[config.mk]
export PLATFORM = sky130hd
export DESIGN_NAME = tofpet_readout_arbiter
export DESIGN_NICKNAME = d
export VERILOG_FILES = /design/src/rtl/tofpet_readout_arbiter.sv
export SDC_FILE = /design/constraint.sdc
export NUM_CORES = 1
export LEC_CHECK = 0
export ABC_AREA = 1
export CORE_UTILIZATION = 44
export DETAILED_ROUTE_END_ITERATION = 16
export GPL_TIMING_DRIVEN = 1
export PLACE_DENSITY = 0.87
export SYNTH_ARGS = -nofsm -noshare
export SYNTH_HDL_FRONTEND = slang
export SYNTH_SLANG_ARGS = --single-unit
[constraint.sdc]
create_clock -name CK -period 6.1 [get_ports CK]
set_input_delay 1.22 -clock CK [delete_from_list [all_inputs] [get_ports CK]]
set_output_delay 1.22 -clock CK [all_outputs]
set_load 0.01 [all_outputs]
[src/rtl/tofpet_readout_arbiter.sv]
// Round-robin drain of six TofPet data FIFOs into one 32-bit stream.
// Each grant is emitted as a header word followed by its burst of FIFO data words.
module tofpet_readout_arbiter #(
    parameter int         MAX_BURST = 256,
    parameter logic [7:0] HDR_TAG   = 8'hCA
) (
    input  logic         CK,
    input  logic         RESET,
    input  logic [5:0]   ENABLE,
    input  logic [191:0] FIFO_DATA,
    input  logic [5:0]   FIFO_EMPTY,
    input  logic [5:0]   FIFO_FULL,
    input  logic [65:0]  FIFO_USEDW,
    output logic [5:0]   FIFO_READ,
    output logic [31:0]  OUT_DATA,
    output logic         OUT_VALID,
    input  logic         OUT_READY,
    output logic         OUT_FIRST,
    output logic         OUT_LAST,
    output logic         BUSY,
    output logic [2:0]   GRANT_CH
);

    typedef enum logic [1:0] {IDLE, HEADER, BURST} state_t;

    typedef struct packed {
        logic [31:0] data;
        logic        first;
        logic        last;
    } entry_t;

    localparam logic [11:0] MAX_N = 12'(MAX_BURST);

    state_t      state, state_nxt;
    logic [2:0]  ch, last_grant;
    logic [11:0] burst_len, remaining;
    logic        inflight, inflight_last;
    entry_t      buf0, buf1;
    logic [1:0]  occ;

    logic [10:0] usedw_ch [6];
    logic [31:0] data_ch  [6];

    logic        pop, space, rd_en, push;
    entry_t      push_entry;
    logic        grant_found;
    logic [2:0]  grant_idx, idx;
    logic [11:0] raw_len, grant_len;

    for (genvar i = 0; i < 6; i++) begin : g_unpack
        assign usedw_ch[i] = FIFO_USEDW[11*i +: 11];
        assign data_ch[i]  = FIFO_DATA[32*i +: 32];
    end

    // Space counts the word already requested last cycle, so a read is only
    // issued when its data is guaranteed a slot when it returns.
    assign pop   = (occ != 2'd0) && OUT_READY;
    assign space = (3'(occ) + 3'(inflight) - 3'(pop)) < 3'd2;

    // NOTE: every variable assigned in an always_comb gets a default first, so
    // no path leaves it unassigned and no latch is inferred.
    always_comb begin
        grant_found = 1'b0;
        grant_idx   = 3'd0;
        idx         = 3'd0;
        for (int k = 1; k <= 6; k++) begin
            idx = 3'((int'(last_grant) + k) % 6);
            if (!grant_found && ENABLE[idx] && !FIFO_EMPTY[idx]) begin
                grant_found = 1'b1;
                grant_idx   = idx;
            end
        end
    end

    // An 11-bit USEDW wraps to zero when full; a non-empty FIFO reporting zero holds one word.
    always_comb begin
        raw_len = {1'b0, usedw_ch[grant_idx]};
        if (FIFO_FULL[grant_idx])
            raw_len = 12'd2048;
        else if (usedw_ch[grant_idx] == 11'd0)
            raw_len = 12'd1;
        grant_len = (raw_len > MAX_N) ? MAX_N : raw_len;
    end

    always_comb begin
        state_nxt  = state;
        rd_en      = 1'b0;
        push       = 1'b0;
        push_entry = '0;
        unique case (state)
            IDLE:   if (grant_found) state_nxt = HEADER;
            HEADER: if (space) state_nxt = BURST;
            BURST: begin
                if (space && !FIFO_EMPTY[ch]) begin
                    rd_en = 1'b1;
                    if (remaining == 12'd1) state_nxt = IDLE;
                end
            end
            default: state_nxt = IDLE;
        endcase
        if (RESET) rd_en = 1'b0;

        // Returning data and a header never coincide: a header is always
        // preceded by an IDLE cycle in which no read was issued.
        if (inflight) begin
            push             = 1'b1;
            push_entry.data  = data_ch[ch];
            push_entry.last  = inflight_last;
        end else if (state == HEADER && space) begin
            push             = 1'b1;
            push_entry.data  = {HDR_TAG, 5'b0, ch, 5'b0, burst_len[10:0]};
            push_entry.first = 1'b1;
        end
    end

    // NOTE: sequential state uses non-blocking assignments so every register
    // samples the pre-edge values regardless of statement order.
    always_ff @(posedge CK) begin
        if (RESET) begin
            state         <= IDLE;
            ch            <= 3'd0;
            last_grant    <= 3'd5;
            burst_len     <= 12'd0;
            remaining     <= 12'd0;
            inflight      <= 1'b0;
            inflight_last <= 1'b0;
            occ           <= 2'd0;
            // NOTE: the two buffer entries are reset too, because the head entry
            // drives OUT_DATA directly and must read zero out of reset.
            buf0          <= '0;
            buf1          <= '0;
        end else begin
            state         <= state_nxt;
            inflight      <= rd_en;
            inflight_last <= rd_en && (remaining == 12'd1);
            if (state == IDLE && grant_found) begin
                ch         <= grant_idx;
                last_grant <= grant_idx;
                burst_len  <= grant_len;
            end
            if (state == HEADER && space) remaining <= burst_len;
            if (rd_en) remaining <= remaining - 12'd1;

            unique case ({push, pop})
                2'b10: begin
                    if (occ == 2'd0) buf0 <= push_entry;
                    else             buf1 <= push_entry;
                    occ <= occ + 2'd1;
                end
                2'b01: begin
                    buf0 <= buf1;
                    occ  <= occ - 2'd1;
                end
                2'b11: begin
                    if (occ == 2'd1) begin
                        buf0 <= push_entry;
                    end else begin
                        buf0 <= buf1;
                        buf1 <= push_entry;
                    end
                end
                default: ;
            endcase
        end
    end

    assign FIFO_READ = rd_en ? (6'b000001 << ch) : 6'b000000;
    assign OUT_VALID = (occ != 2'd0);
    assign OUT_DATA  = buf0.data;
    assign OUT_FIRST = OUT_VALID && buf0.first;
    assign OUT_LAST  = OUT_VALID && buf0.last;
    assign BUSY      = (state != IDLE) || (occ != 2'd0) || inflight;
    assign GRANT_CH  = ch;

endmodule
== After elaboration in Yosys (flattened, before gate mapping) ==
Cells that the tools add are included.
Cells by class
  mux-type cells: 73
  magnitude comparators: 12
  shifts and indexed selects: 1
  add/subtract/negate cells: 11
  bitwise operators: 2
  divide/modulo/power cells: 6
  reductions and logical operators: 44
  equality and inequality tests: 14
Operators with widths (number)
  modulo 32 x 4 -> 32 bit, second input constant: 6
  two-way mux 34 bit: 4
  one-hot mux 34 bit (3 select lines): 1
  binary-select mux 32 bit (select 3 bit): 1
  two-way mux 32 bit: 3
  one-hot mux 34 bit (2 select lines): 1
  two-way mux 12 bit: 4
  binary-select mux 1 bit (select 3 bit): 14
  binary-select mux 11 bit (select 3 bit): 1
  two-way mux 11 bit: 3
  two-way mux 33 bit: 1
  < comparator 3 x 4 -> 1 bit, second input constant: 8
  two-way mux 1 bit: 27
  logical AND 1 bit: 18
  two-way mux 3 bit: 6
  != test 2 bit, second input constant: 7
  adder 3 x 3 -> 4 bit, second input constant: 3
  equality test 12 x 1 -> 1 bit, second input constant: 1
  > comparator 12 x 9 -> 1 bit, second input constant: 1
  logical NOT 1 bit: 12
  subtractor 12 x 1 -> 12 bit, second input constant: 1
  logical NOT 11 bit: 1
  nonzero test 2 bit: 5
  adder 3 x 2 -> 4 bit, second input constant: 2
  other kinds (21): 32
Storage, ports and cells
  input port bits: 279
  output and inout bits: 45
  word-level logic and storage cells: 177
  flip-flop bits (word level): 104

== Longest topological paths before layout ==
  depth after elaboration: 36
  depth in mapped cells: 34
  depth with buffers taken out: 32

== Worst setup path after synthesis ==
Ideal clock, no wire load.
  path type: input -> output
  from: input OUT_READY
  to: output FIFO_READ[2]
  data required time: 4.880 ns
  arrival: 3.746 ns
  setup slack: 1.134 ns
  path buffers: 1
  cell stages on the path: 13
  cells stage by stage: nand2_1 -> inv_1 -> ha_1 -> or2_2 -> fa_1 -> xnor2_1 -> nand2_1 -> a21oi_1 -> o211ai_1 -> nor3_1 -> clkbuf_1 -> nand2_1 -> nor3_1
Between the ends
  longest elaborated chain between the ends: 8
Ends and longest elaborated chain
  start, declared: RTL line 17  | input logic OUT_READY,
  logical AND 1 bit: RTL line 57  | assign pop = (occ != 2'd0) && OUT_READY;
  subtractor 3 x 1 -> 3 bit: RTL line 58  | assign space = (3'(occ) + 3'(inflight) - 3'(pop)) < 3'd2;
  < comparator 3 x 2 -> 1 bit: RTL line 58
  logical AND 1 bit: RTL line 94  | if (space && !FIFO_EMPTY[ch]) begin
  two-way mux 1 bit: RTL line 94
  two-way mux 1 bit: RTL line 90  | unique case (state)
  two-way mux 1 bit: RTL line 101  | if (RESET) rd_en = 1'b0;
  two-way mux 6 bit: RTL line 167  | assign FIFO_READ = rd_en ? (6'b000001 << ch) : 6'b000000;
  end, declared: RTL line 14  | output logic [5:0] FIFO_READ,
Every way passes these cells.

== Worst setup path in the final report ==
  from: input OUT_READY
  to: output FIFO_READ[0]
Same word-level chain as after synthesis.

==> summary.txt <==
Status
  – Run status: finished clean

Detailed routing
  – Initial DRT Pass Iterations: 6
  – Antenna Nets Post-Route: 0
  – DRC: 0
  – Routed WL per cell: 16.9 um
  – DRT iter0 DRCs: 762
  – DRT Wirelength: 28.8 mm
  – Total number of vias: 9422
  – Via density per instance: about 5.5

Pwr
  – Switching Share: 0.556
  – Net Switching: 3.76 mW
  – Final Power: 6.77 mW
  – Peak VDD IR: 0.691 mV
  – Clock power share: 0.086
  – P per Cell Area: 602 nW/um^2
  – Sequential share of power: 0.162
  – Power share of the combinational group: 0.752
  – Leakage: 4.62 nW
  – Int Power: 3.01 mW

Timing
  – Fmax: ~170 MHz
  – Unrepaired setup endpoints after global routing: no
  – Fin. Hold Viols: 0
  – Tmin final: just under 6 ns
  – Worst slew pin tran: 1.04 ns
  – Final clock skew: 0.0137 ns
  – Crit share post-route: 0.955
  – Finish-stage setup viols: 0
  – PnR worst setup slack: 0.275 ns
  – Final Slew Violations: 0
  – Setup TNS: 0 ns
  – Slew headroom: 0.308

Floorplan
  – Core ar.: around 17000 sq um
  – Die W: 135 um
  – Initial Util: 0.452
  – Row count: 48
  – Die Ht: roughly 140 um
  – Die ar.: ~18000 sq um
  – IO Pins: 324

Place
  – Gpl congestion: 0.913
  – Placed cells: around 1700
  – Detail Placement HPWL: ~22 mm
  – Pre-CTS setup slack: 0.212 ns
  – Port bufs: 323

Clocking
  – CTS tree: built
  – Cts bufs inserted: 9
  – Root Driver: clkbuf_16
  – Clk slew on worst S/H paths: 0.07 ns
  – Clk Latency, worst-skew pair: 0.35 ns
  – H-tree depth reported by CTS: 3
  – Clk buf depth: 2
  – Clk sinks: 103
  – Post-CTS setup buffers: 0

Worst hold path
  – Hold Path Stages: 2
  – Hold Path Origin: burst_len[10]
  – Hold EP: burst_len[10]
  – Min-Delay Path Class: reg2reg

Global routing
  – First-pass GRT wire length: between 40 and 50 mm
  – Vias in the first global route: 9056
  – Total GRT Usage: 0.306
  – Largest net degree at the start of global routing: 69
  – Antenna violations before repair: 0
  – Congestion Overflow GR: 0

Worst setup path
  – Slowest CP cell: clkdlybuf4s50_1
  – R2R cell count: 28
  – RR Startpoint: GRANT_CH[1]
  – Critical path's top delay family: buffers and inverters
  – Cells along the critical path: clkdlybuf4s50_1, nand2_1, inv_1, ha_1, or2_2, fa_1, xnor2_1, nand2_1, a21oi_1, o211ai_1, nor3_2, nand2_1, buf_4, nor2_1, clkdlybuf4s50_1
  – Reg2reg end: burst_len[0]
  – WS Path Type: in2out
  – CP Capture Type: output pin
  – CP max FO: 3
  – CP bufs+invs: 4
  – Reg2Reg Setup Slack: 0.83 ns
  – WP data arrival: 4.60 ns
  – Startpoint types: input port
  – Required time of the critical path: a little under 5 ns
  – CP most frequent cell: nand2_1
  – Largest stage delay, worst path: 0.55 ns

Logic synthesis
  – Synth Register Bits: 103
  – Cell count after synthesis: 1224
  – Mapped Avg Cell Area: between 6 and 7 sq um
  – Ys flop type: dfxtp_1
  – Post-synthesis net count: 1522
  – Yosys warns: 0
  – Number of synthesized flops with an enable pin: 0
  – Top cells by area, synth: dfxtp_1 26%, nand2_1 11%, nor2_1 7.1%
  – Synth Cell Area: between 7000 and 8000 sq um
  – Register area share after synthesis: 0.264
  – Synth top area share: 0.264
  – Cell taking the most area after synthesis: dfxtp_1
  – Library cells used by synthesis: 47
  – Asr flop ratio synth: 0

Layout
  – Layout cells sized above 1: 0.0597
  – N_diodes: 0
  – Final net count: about 1800
  – Synth-to-Final Area Change: 43.9%
  – Final std cells w/o fill: 1700

Flow run
  – Max-cap violations: 0
-- per-layer routing --
layer	GRT usage	part of all wire	vias to the layer above
met5	0	0	-
met4	0.137	0.037	0
met3	0.0816	0.10	61
met2	0.546	0.49	471
met1	0.336	0.38	4286
li1	-	-	4604
-- repair_timing --
item / CTS / global route
resized for setup: 0 / 1
endpoints found under the setup margin: 0 / 5
hold buffers: 0 / 0
-- how the worst max path moves through the flow --
stage	start	endpoint	slack (ns)	cells after the start
2_1_floorplan	OUT_READY	FIFO_READ[2]	1.13	13
3_3_place_gp	OUT_READY	FIFO_READ[0]	0.33	15
3_5_place_dp	OUT_READY	FIFO_READ[0]	0.21	15
4_1_cts	OUT_READY	FIFO_READ[0]	0.18	15
5_1_grt	OUT_READY	FIFO_READ[0]	0.03	15
6_report	OUT_READY	FIFO_READ[0]	0.28	15
-- metrics by stage --
| step | util | hold WS, ns | area (sq um) |
|---|---|---|---|
| 2_1_floorplan | - | 0.419 | 7820 |
| 3_3_place_gp | 0.633 | 0.428 | 10900 |
| 3_5_place_dp | 0.633 | 0.437 | 10900 |
| 4_1_cts | 0.650 | 0.459 | 11200 |
| 5_1_grt | 0.650 | 0.472 | 11300 |
| 6_report | 0.650 | 0.455 | 11300 |
-- registers in the layout (all words and copies together), names as in the netlist --
signal	count
GRANT_CH	3
OUT_DATA	32
buf0	2
buf1	34
burst_len	12
inflight	1
inflight_last	1
last_grant	2
occ	2
remaining	12
state	2
-- cell type report --
class,count,area (sq um)
Clock buffer,10,239
Clock inverter,6,60.1
Fill cell,1548,6050
Inverter,123,462
Multi-Input combinational cell,889,4760
Sequential cell,103,2060
Tap cell,225,282
Timing Repair Buffer,344,3390
-- synth_stat cells (all sizes together), types with 2 or more instances --
library cell  number
nand2            253
nor2             150
inv              122
o21ai            106
dfxtp            103
a21oi             86
nand3             79
a22oi             65
clkbuf            62
buf               47
a31oi             24
a221oi            22
ha                18
nand3b            14
a211oi            12
o22ai             12
nor3              11
o211ai            11
nand4              7
xor2               6
o21bai             2
xnor2              2
-- worst reg2reg max path, delay by kind of cell, from the launching register on --
kind | cells | cell delay (ns)
simple gates | 18 | 2.10
buf+inv | 3 | 0.66
fa+ha+maj | 2 | 0.69
flops | 1 | 0.65
compound gates | 5 | 1.11
-- power by group through the flow --
stage	registers, mW	clock network, mW	logic [mW]
after floorplan	1.06	0	3.99
after global placement	1.10	0	4.91
after detailed placement	1.11	0	5.04
after CTS	1.10	0.581	5.06
after global routing	1.13	0.612	5.66
final	1.10	0.581	5.09
-- placed cells by master (no fill, tap or decap), drive strengths merged, types with 11 or more instances in the layout --
cell / Yosys / final
inv: 122 / 124
a22oi: 65 / 65
nand3b: 14 / 14
a221oi: 22 / 22
ha: 18 / 18
o22ai: 12 / 12
o21ai: 106 / 106
a31oi: 24 / 24
nand3: 79 / 79
buf: 47 / 21
dfxtp: 103 / 103
o211ai: 11 / 11
nand2: 253 / 253
nor3: 11 / 11
a21oi: 86 / 86
nor2: 150 / 150
a211oi: 12 / 12
clkdlybuf4s50: 0 / 323
-- cells by family after synthesis --
group | share of synthesized area
and+or+nand+nor | 0.287
AOI/OAI and AO/OA | 0.273
buffers and inverters | 0.135
DFF | 0.264
adders and majority gates | 0.0314
xor gates and xnor gates | 0.00896
muxes | 0.00144
Note: power is estimated with default switching activity, not from simulation.
